File: src/rtl/mod_n_cascade_counter_pkg.sv
// Shared constants and helpers for the mod-N cascade counter.
package mod_n_cascade_counter_pkg;

    localparam logic        DIR_UP  = 1'b1;
    localparam logic        DIR_DN  = 1'b0;
    localparam int unsigned MIN_MOD = 2;

    function automatic int unsigned sel_width(input int unsigned n);
        return (n <= 2) ? 1 : $clog2(n);
    endfunction

endpackage

File: src/rtl/mod_n_cascade_counter_stage.sv
// One mod-N counter stage: programmable modulus with a shadow, up/down count,
// combinational wrap output for same-cycle ripple into the next stage.
module mod_n_stage
    import mod_n_cascade_counter_pkg::*;
#(
    parameter int unsigned WIDTH       = 4,
    parameter int unsigned DEFAULT_MOD = 10
) (
    input  logic             clk,
    input  logic             rst,
    input  logic             adv_in,
    input  logic             up_dn,
    input  logic             clr,
    input  logic             load,
    input  logic [WIDTH-1:0] load_val,
    input  logic             mod_wr,
    input  logic [WIDTH-1:0] mod_val,
    output logic [WIDTH-1:0] count,
    output logic             wrap_comb,
    output logic             tick,
    output logic             load_clamp
);

    localparam logic [WIDTH-1:0] W_ONE = WIDTH'(1);
    localparam logic [WIDTH-1:0] W_DEF = WIDTH'(DEFAULT_MOD);

    logic [WIDTH-1:0] r_count;
    logic [WIDTH-1:0] r_mod_act;
    logic [WIDTH-1:0] r_mod_shd;
    logic             r_tick;

    logic [WIDTH-1:0] w_mod_new;
    logic [WIDTH-1:0] w_mod_new_m1;
    logic [WIDTH-1:0] w_next;
    logic             w_at_limit;
    logic             w_apply;

    always_comb begin
        // A write in this cycle bypasses the shadow so wrap/clr/load see it at once.
        w_mod_new    = mod_wr ? mod_val : r_mod_shd;
        w_mod_new_m1 = w_mod_new - W_ONE;
        w_at_limit   = (up_dn == DIR_UP) ? (r_count == (r_mod_act - W_ONE))
                                         : (r_count == '0);
        wrap_comb    = adv_in & ~clr & ~load & w_at_limit;
        load_clamp   = load & ~clr & (load_val >= w_mod_new);
        w_apply      = clr | load | wrap_comb;

        w_next = r_count;
        if (clr) begin
            w_next = '0;
        end else if (load) begin
            w_next = load_clamp ? w_mod_new_m1 : load_val;
        end else if (adv_in) begin
            if (up_dn == DIR_UP) begin
                w_next = w_at_limit ? '0 : (r_count + W_ONE);
            end else begin
                w_next = w_at_limit ? w_mod_new_m1 : (r_count - W_ONE);
            end
        end
    end

    always_ff @(posedge clk or posedge rst) begin
        if (rst) begin
            r_count   <= '0;
            r_mod_act <= W_DEF;
            r_mod_shd <= W_DEF;
            r_tick    <= 1'b0;
        end else begin
            r_count   <= w_next;
            r_tick    <= wrap_comb;
            r_mod_shd <= w_mod_new;
            if (w_apply) begin
                r_mod_act <= w_mod_new;
            end
        end
    end

    assign count = r_count;
    assign tick  = r_tick;

endmodule

File: src/rtl/mod_n_cascade_counter.sv
// Cascade of programmable mod-N stages with per-stage and whole-chain rollover pulses.
module mod_n_cascade_counter
    import mod_n_cascade_counter_pkg::*;
#(
    parameter  int unsigned STAGES      = 3,
    parameter  int unsigned WIDTH       = 4,
    parameter  int unsigned DEFAULT_MOD = 10,
    localparam int unsigned SEL_W       = sel_width(STAGES)
) (
    input  logic                    clk,
    input  logic                    rst,
    input  logic                    en,
    input  logic                    up_dn,
    input  logic                    clr,
    input  logic                    load,
    input  logic [STAGES*WIDTH-1:0] load_val,
    input  logic                    mod_wr,
    input  logic [SEL_W-1:0]        mod_sel,
    input  logic [WIDTH-1:0]        mod_val,
    output logic [STAGES*WIDTH-1:0] count,
    output logic [STAGES-1:0]       tick,
    output logic                    all_tick,
    output logic                    mod_err
);

    logic              w_sel_ok;
    logic              w_val_ok;
    logic              w_reject;
    logic [STAGES-1:0] w_wr;
    logic [STAGES-1:0] w_adv;
    logic [STAGES-1:0] w_wrap;
    logic [STAGES-1:0] w_clamp;
    logic [STAGES-1:0] w_tick;
    logic              r_mod_err;

    assign w_sel_ok = (32'(mod_sel) < STAGES);
    assign w_val_ok = (32'(mod_val) >= MIN_MOD);
    assign w_reject = mod_wr & ~(w_sel_ok & w_val_ok);
    assign w_adv[0] = en & ~clr & ~load;

    for (genvar k = 0; k < STAGES; k++) begin : g_stage
        assign w_wr[k] = mod_wr & w_sel_ok & w_val_ok & (32'(mod_sel) == k);

        if (k > 0) begin : g_ripple
            assign w_adv[k] = w_wrap[k-1];
        end

        mod_n_stage #(
            .WIDTH       (WIDTH),
            .DEFAULT_MOD (DEFAULT_MOD)
        ) u_stage (
            .clk        (clk),
            .rst        (rst),
            .adv_in     (w_adv[k]),
            .up_dn      (up_dn),
            .clr        (clr),
            .load       (load),
            .load_val   (load_val[k*WIDTH +: WIDTH]),
            .mod_wr     (w_wr[k]),
            .mod_val    (mod_val),
            .count      (count[k*WIDTH +: WIDTH]),
            .wrap_comb  (w_wrap[k]),
            .tick       (w_tick[k]),
            .load_clamp (w_clamp[k])
        );
    end

    always_ff @(posedge clk or posedge rst) begin
        if (rst) begin
            r_mod_err <= 1'b0;
        end else begin
            r_mod_err <= w_reject | (|w_clamp);
        end
    end

    assign tick     = w_tick;
    assign all_tick = w_tick[STAGES-1];
    assign mod_err  = r_mod_err;

endmodule

File: config.mk
export PLATFORM = sky130hd
export DESIGN_NAME = mod_n_cascade_counter
export DESIGN_NICKNAME = d
export VERILOG_FILES = /design/src/rtl/mod_n_cascade_counter_pkg.sv /design/src/rtl/mod_n_cascade_counter_stage.sv /design/src/rtl/mod_n_cascade_counter.sv
export SDC_FILE = /design/constraint.sdc
export NUM_CORES = 1
export LEC_CHECK = 0
export CORE_ASPECT_RATIO = 0.5
export CORE_MARGIN = 3
export CORE_UTILIZATION = 57
export DETAILED_ROUTE_END_ITERATION = 8
export GPL_TIMING_DRIVEN = 0
export HOLD_SLACK_MARGIN = 0.12
export PLACE_DENSITY = 0.82
export SLEW_MARGIN = 40
export SYNTH_ARGS = -nofsm -noshare
export SYNTH_HDL_FRONTEND = slang
export SYNTH_SLANG_ARGS = --single-unit
File: constraint.sdc
create_clock -name clk -period 3.4 [get_ports clk]
set_clock_uncertainty 0.1 [all_clocks]
set_input_delay 0.51 -clock clk [delete_from_list [all_inputs] [get_ports clk]]
set_output_delay 0.51 -clock clk [all_outputs]
set_load 0.05 [all_outputs]
==> reports/metrics.cfg, run 1 <==
[run_status]
outcome=completed

[route]
post-route-drc-count=0
ant_nets=0
drt-total-wl_mm=9.16
vias_per_cell=6.31
vias=3097
avgRoutedWirePerCell_um=18.7
drt-initial-drc-count=260
drtPass1Iterations=5

[placement]
hpwlAfterDp_mm=6.79
dpl.cell_count=475
port_buffers=34
gp_congestion=0.888
dp_slack_ns=-0.930

[final_layout]
area_growth_pct=22.0
antenna_cells=0
instances_no_fill=491
layout.nets=460
drive_above_1_share=0.195
final_common_cell=clkdlybuf4s50_1
most-common-layout-cells=clkdlybuf4s50_1 (33), inv_1 (32), dfrtp_1 (28)

[synth]
synth_cell_types=75
ys_async_sr_fraction=1.00
ys.flop_type=dfrtp_1
synth_top_cell_by_area=dfrtp_1
syn_avg_cell_area_sq_um=9.01
syn-num-nets=410
syn_area_sq_mm=0.00333
synth.ff_latch_count=40
synth_edf_count=0
synth_cells=370
synthTopCellsByArea=dfrtp_1 (21%), dfstp_2 (9.5%), xnor2_1 (5.8%)
synth_top_area_share=0.210
ys_warn_count=0
seq_area_frac_synth=0.305

[timing]
rsz0062_at_grt=false
worst_slack_ns=0.0713
max_freq_mhz=300
worst_pin_slew_ns=0.738
fin_hold_ws_ns=0.395
period_needed_ns=3.33
timing.final.crit_share=0.979
final-max-slew-violation-count=0
setup_viol=0
maxSlewHeadroom=0.506
final-hold-violation-count=0
setup_tns_ns=0

[clocking]
clock_path_buffers=2
insertion_delay_ns=0.28
cts_tree=yes
clkTransAtPathRegs_ns=0.06
cts_buffers=5
cts.htree.levels=2
clockRootBuffer=clkbuf_16
postCtsHoldBufs=0
cts_sinks=40

[critical_path]
worst_setup_path_end_kind=register
r2r_slack_ns=0.37
crit_arrival_ns=3.42
crit_path_start_kind=input port
critPathKind=input port to register
r2r-end=g_stage[2].u_stage.count[3]$_DFFE_PP0P_
cp_max_fo=10
reg2regPathDepth=10
reg2reg_from=g_stage[0].u_stage.count[0]$_DFFE_PP0P_
cp.required_ns=3.49

[global_routing]
grt_pass1_vias=3033
antenna_found_initial=0
grt-ovfl-total=0
grt_use_total=0.276
grt_pass1_wl_mm=14.7
grt_max_degree=24

[die]
die_w_um=114
die_area_sq_mm=0.00686
core-area_sq_mm=0.00527
start_util=0.632
die_h_um=60.1
rows=18
io_pins=42

[job]
drv_cap=0

[hold_path]
hold_start=mod_wr
whs_path_depth=3
hold_end=mod_err$_DFF_PP0_
hold_path_class=input port to register

[power_and_ir_drop]
vdd_drop_max_mv=0.352
power_density_mw_per_mm2=549
total_power_uw=2230
power.leakage_uw=0.00170

## kinds of logic (layout without fill, tap and decap cells)
family | count (synthesis) | count (layout) | synth area share
DFF | 40 | 40 | 0.305
xor gates and xnor gates | 33 | 33 | 0.0908
muxes | 20 | 20 | 0.0642
buffers and inverters | 54 | 105 | 0.0736
AOI/OAI and AO/OA | 98 | 98 | 0.216
and+or+nand+nor | 108 | 108 | 0.187
adders and majority gates | 17 | 17 | 0.0638
## power by group
part	switching [uW]	leakage (uW)	internal (uW)	total, uW
Clock	185	0.0000712	293	478
Sequential	93.0	0.000477	585	678
Combinational	619	0.00115	458	1080
## through the flow
stage	instance area, sq um	util
3_5_place_dp	3790	0.720
5_1_grt	4070	0.771
4_1_cts	4000	0.759
3_3_place_gp	3760	0.714
6_report	4070	0.771
2_1_floorplan	3340	-
## what timing repair did
item | 4_1_cts | 5_1_grt
endpoints found under the hold margin | 0 | 0
endpoints found under the setup margin | 13 | 7
setup buffers | 4 | 4
cloned | 0 | 0
resized for setup | 12 | 7
pin swaps | 2 | 3
## synth_stat cells (3+ instances only)
cell      number
a211oi_1       3
a21oi_1       22
a22o_1         3
a22oi_1        4
a31oi_1        5
buf_2          4
buf_4          4
buf_6          3
clkbuf_1      10
dfrtp_1       28
dfstp_2       12
ha_1          15
inv_1         33
mux2_2         7
mux2i_1       12
nand2_1       22
nand2b_1       3
nand3_1       10
nand4_1        6
nor2_1        26
nor3_1        13
o211ai_1       3
o21a_1         4
o21ai_0       15
o221ai_1       3
o22a_1         3
o22ai_1        7
o41ai_1        3
xnor2_1       22
xor2_1        10
## layer usage
metal  up-vias  track usage  wire length (um)
li1       1446            -                 -
met1      1483        0.350              3860
met2       144        0.472              4420
met3        24       0.0779               755
met4         0       0.0711               122
met5         -            0                 0
## how the worst max path moves through the flow
stage / slack (ns) / end / cells past startpoint / startpoint
final: 0.07 / g_stage[0].u_stage.count[0]$_DFFE_PP0P_ / 14 / mod_val[1]
after global routing: 0.004 / g_stage[0].u_stage.count[0]$_DFFE_PP0P_ / 14 / mod_val[1]
after CTS: 0.07 / mod_err$_DFF_PP0_ / 13 / mod_sel[1]
after detailed placement: -0.93 / g_stage[0].u_stage.count[0]$_DFFE_PP0P_ / 14 / mod_val[1]
after global placement: -0.89 / g_stage[0].u_stage.count[0]$_DFFE_PP0P_ / 14 / mod_val[1]
after floorplan: 0.04 / g_stage[0].u_stage.count[0]$_DFFE_PP0P_ / 13 / mod_val[1]
## final cells by class
class / count / area [sq um]
Timing Repair Buffer: 43 / 427
Inverter: 33 / 124
Fill cell: 372 / 1200
Sequential cell: 40 / 1020
Multi-Input combinational cell: 276 / 2140
Tap cell: 70 / 87.6
Clock buffer: 8 / 146
Buffer: 21 / 128
## critical path: stages
cell	delay, ns
buf_2	0.17
buf_6	0.16
or3_4	0.43
nand2_4	0.10
nand2_1	0.09
o21ai_4	0.09
ha_1	0.25
nand2b_1	0.16
a2bb2oi_1	0.14
a22o_1	0.20
maj3_4	0.37
a21oi_4	0.21
mux2_4	0.32
a211oi_2	0.23
## state kept, by name, indices dropped and copies added, names as in the netlist
| register | cells |
|---|---|
| g_stage.u_stage.r_mod_act | 12 |
| g_stage.u_stage.r_mod_shd | 12 |
| mod_err | 1 |
| g_stage.u_stage.tick | 3 |
| g_stage.u_stage.count | 12 |
Power figures use the tool's default switching activity.
==> inputs of run 2 (changes only) <==
==> constraint.sdc (replaced) <==
create_clock -name clk -period 3.4 [get_ports clk]
set_clock_uncertainty 0.1 [all_clocks]
set_input_delay 0.51 -clock clk [delete_from_list [all_inputs] [get_ports clk]]
set_output_delay 0.51 -clock clk [all_outputs]
set_load 0.02 [all_outputs]
==> results of run 2 <==
Same layout as run 1 (identical final DEF). Status: completed.
Main changes from that run: total power 2230 uW -> 2170 uW; worst IR drop on VDD 0.352 mV -> 0.315 mV
==> inputs of run 3 (changes only) <==
--- a/config.mk
+++ b/config.mk
@@ -8,6 +8,7 @@
 export CORE_ASPECT_RATIO = 0.5
 export CORE_MARGIN = 3
 export CORE_UTILIZATION = 57
+export CTS_BUF_LIST = sky130_fd_sc_hd__clkbuf_16
 export DETAILED_ROUTE_END_ITERATION = 8
 export GPL_TIMING_DRIVEN = 0
 export HOLD_SLACK_MARGIN = 0.12
==> run 3 against run 2 <==
Net effect:
- core utilization is 0.19 points lower
- flip-flop and latch count did not move
- worst setup slack lost 0.00050 ns
- first-iteration DRC count increased by 3.1%
- fmax is essentially flat
- register-to-register slack gained 0.05 ns
- non-clock buffer count is the same
- sequential power about the same
- die area stayed put
- worst hold slack gained 0.0028 ns
- critical endpoint unchanged
- highest routed layer unchanged
==> reports/metrics.cfg, run 3 (synthesis results as in run 1) <==
[critical_path]
reg2regPathDepth=10  ; unchanged
cp_max_fo=10  ; unchanged
critPathMaxStageDelay_ns=0.43  ; about the same
critical_path.cell_chain=buf_2 > buf_6 > or3_4 > nand2_4 > nand2_1 > o21ai_4 > ha_1 > nand2b_1 > a2bb2oi_1 > a22o_1 > maj3_4 > a21oi_4 > mux2_4 > a211oi_2
slowest_stage=or3_4
crit_arrival_ns=3.42  ; about the same
crit_path_start_kind=input port
critPathKind=input port to register
cp.required_ns=3.49  ; about the same
worst_setup_path_end_kind=register

[clocking]
clockRootBuffer=clkbuf_16
insertion_delay_ns=0.28  ; about the same
cts_buffers=5  ; unchanged
cts.htree.levels=2  ; unchanged
cts_tree=yes
clock_path_buffers=2  ; unchanged
clkTransAtPathRegs_ns=0.06  ; about the same
cts_sinks=40  ; unchanged
postCtsHoldBufs=0  ; unchanged

[final_layout]
area_growth_pct=21.7
most-common-layout-cells=inv_1 (34), clkdlybuf4s50_1 (33), dfrtp_1 (28)
layout.nets=460  ; unchanged
drive_above_1_share=0.192  ; -0.00238
final_common_cell=inv_1
final_util=0.769  ; -0.00190
antenna_cells=0  ; unchanged

[power_and_ir_drop]
power_density_mw_per_mm2=527
internal-power_uw=1310
p_seq_frac=0.317
power.switching_fraction=0.388
power.leakage_uw=0.00171  ; +0.16%
clock_power_share=0.208
power.switching_uw=830
p_comb_frac=0.474
vdd_drop_max_mv=0.305

[die]
die_w_um=114  ; unchanged
start_util=0.632  ; unchanged
rows=18  ; unchanged
die_area_sq_mm=0.00686  ; unchanged
core-area_sq_mm=0.00527  ; unchanged
io_pins=42  ; unchanged
die_h_um=60.1  ; unchanged

[timing]
final-max-slew-violation-count=0  ; unchanged
period_needed_ns=3.33  ; +0.000503 ns
final-hold-violation-count=0  ; unchanged
timing.final.crit_share=0.979  ; about the same
max_freq_mhz=300  ; about the same
maxSlewHeadroom=0.480  ; -0.0258
setup_viol=0  ; unchanged
rsz0062_at_grt=false
worst_pin_slew_ns=0.777  ; +0.0385 ns
worst_slack_ns=0.0708  ; -0.000503 ns

[run_status]
outcome=completed

[global_routing]
grt_max_degree=24  ; unchanged
grt_use_total=0.276  ; +0.000444
grt-ovfl-total=0  ; unchanged
antenna_found_initial=0  ; unchanged
grt_pass1_vias=3050  ; +0.56%
grt_pass1_wl_mm=14.7  ; +0.37%

[route]
post-route-drc-count=0  ; unchanged
drt-total-wl_mm=9.18  ; +0.17%
ant_nets=0  ; unchanged
vias_per_cell=6.32  ; +0.26%
drtPass1Iterations=7  ; +2
vias=3105  ; +0.26%
avgRoutedWirePerCell_um=18.7  ; +0.17%
drt-initial-drc-count=268  ; +3.1%

[placement]
hpwlAfterDp_mm=6.79  ; unchanged
gp_congestion=0.888  ; unchanged
dp_slack_ns=-0.930  ; unchanged
port_buffers=34  ; unchanged

[hold_path]
hold_path_class=input port to register
whs_path_depth=3  ; unchanged

[job]
drv_cap=0  ; unchanged

[run 3: cell types whose count changed in the layout (fill, tap and decap cells not counted), sizes merged]
cell | before | now
clkbuf | 18 | 15
clkinv | 0 | 1
inv | 33 | 35
[run 3: routing by layer]
metal | GRT usage | routed length [um] | vias to the layer above
met4 | 0.0795 | 103 | 0
met1 | 0.364 | 4010 | 1493
met3 | 0.0586 | 683 | 16
li1 | - | - | 1446
met5 | 0 | 0 | -
met2 | 0.467 | 4380 | 150
[run 3: power by group through the flow]
stage               registers [uW]  clock network [uW]  logic [uW]
detailed placement             683                   0         945
finish                         679                 445        1010
CTS                            676                 451         977
floorplan                      694                   0         677
global route                   689                 475        1100
global placement               675                   0         903
[run 3: metrics by stage]
step | power (uW) | cell area [sq um] | hold slack [ns] | instances | TNS (ns)
2_1_floorplan | 1370 | 3340 | 0.364 | 370 | 0
3_3_place_gp | 1580 | 3760 | 0.388 | 474 | -8.21
3_5_place_dp | 1630 | 3790 | 0.397 | 475 | -8.99
4_1_cts | 2100 | 3990 | 0.394 | 487 | 0
5_1_grt | 2260 | 4060 | 0.424 | 491 | 0
6_report | 2140 | 4060 | 0.398 | 491 | 0
[run 3: repair_timing]
| action | CTS | global route |
|---|---|---|
| endpoints found under the setup margin | 13 | 7 |
| pin swaps | 2 | 3 |
| cloned | 0 | 0 |
| resized for setup | 12 | 7 |
| setup buffers | 4 | 4 |
[run 3: path summary, 6_finish.rpt]
check	startpoint	end	slack [ns]
max in group asynchronous	rst	g_stage[0].u_stage.r_mod_shd[3]$_DFF_PP1_	2.21
hold / removal	mod_wr	mod_err$_DFF_PP0_	0.40
min in group asynchronous	rst	g_stage[2].u_stage.r_mod_act[0]$_DFFE_PP0P_	0.45
setup reg to reg	g_stage[0].u_stage.count[0]$_DFFE_PP0P_	g_stage[2].u_stage.count[3]$_DFFE_PP0P_	0.42
hold reg to reg	g_stage[0].u_stage.r_mod_act[1]$_DFFE_PP1P_	g_stage[0].u_stage.r_mod_act[1]$_DFFE_PP1P_	0.41
setup / recovery	mod_val[1]	g_stage[0].u_stage.count[0]$_DFFE_PP0P_	0.07
[run 3: cell type report]
| type | instances | area [sq um] |
|---|---|---|
| plain buffers | 21 | 128 |
| clock buffers | 5 | 125 |
| inverters | 33 | 124 |
| multi-input cells | 276 | 2140 |
| repair buffers | 43 | 427 |
| well taps | 70 | 87.6 |
| clock inverters | 3 | 11.3 |
| fillers | 376 | 1210 |
| flip-flops and latches | 40 | 1020 |
[run 3: worst max-delay path: cells and delay by family]
family / cells / cell delay [ns]
compound gates: 5 / 0.85
fa+ha+maj: 2 / 0.62
buf+inv: 2 / 0.33
mux: 1 / 0.32
simple gates: 4 / 0.78
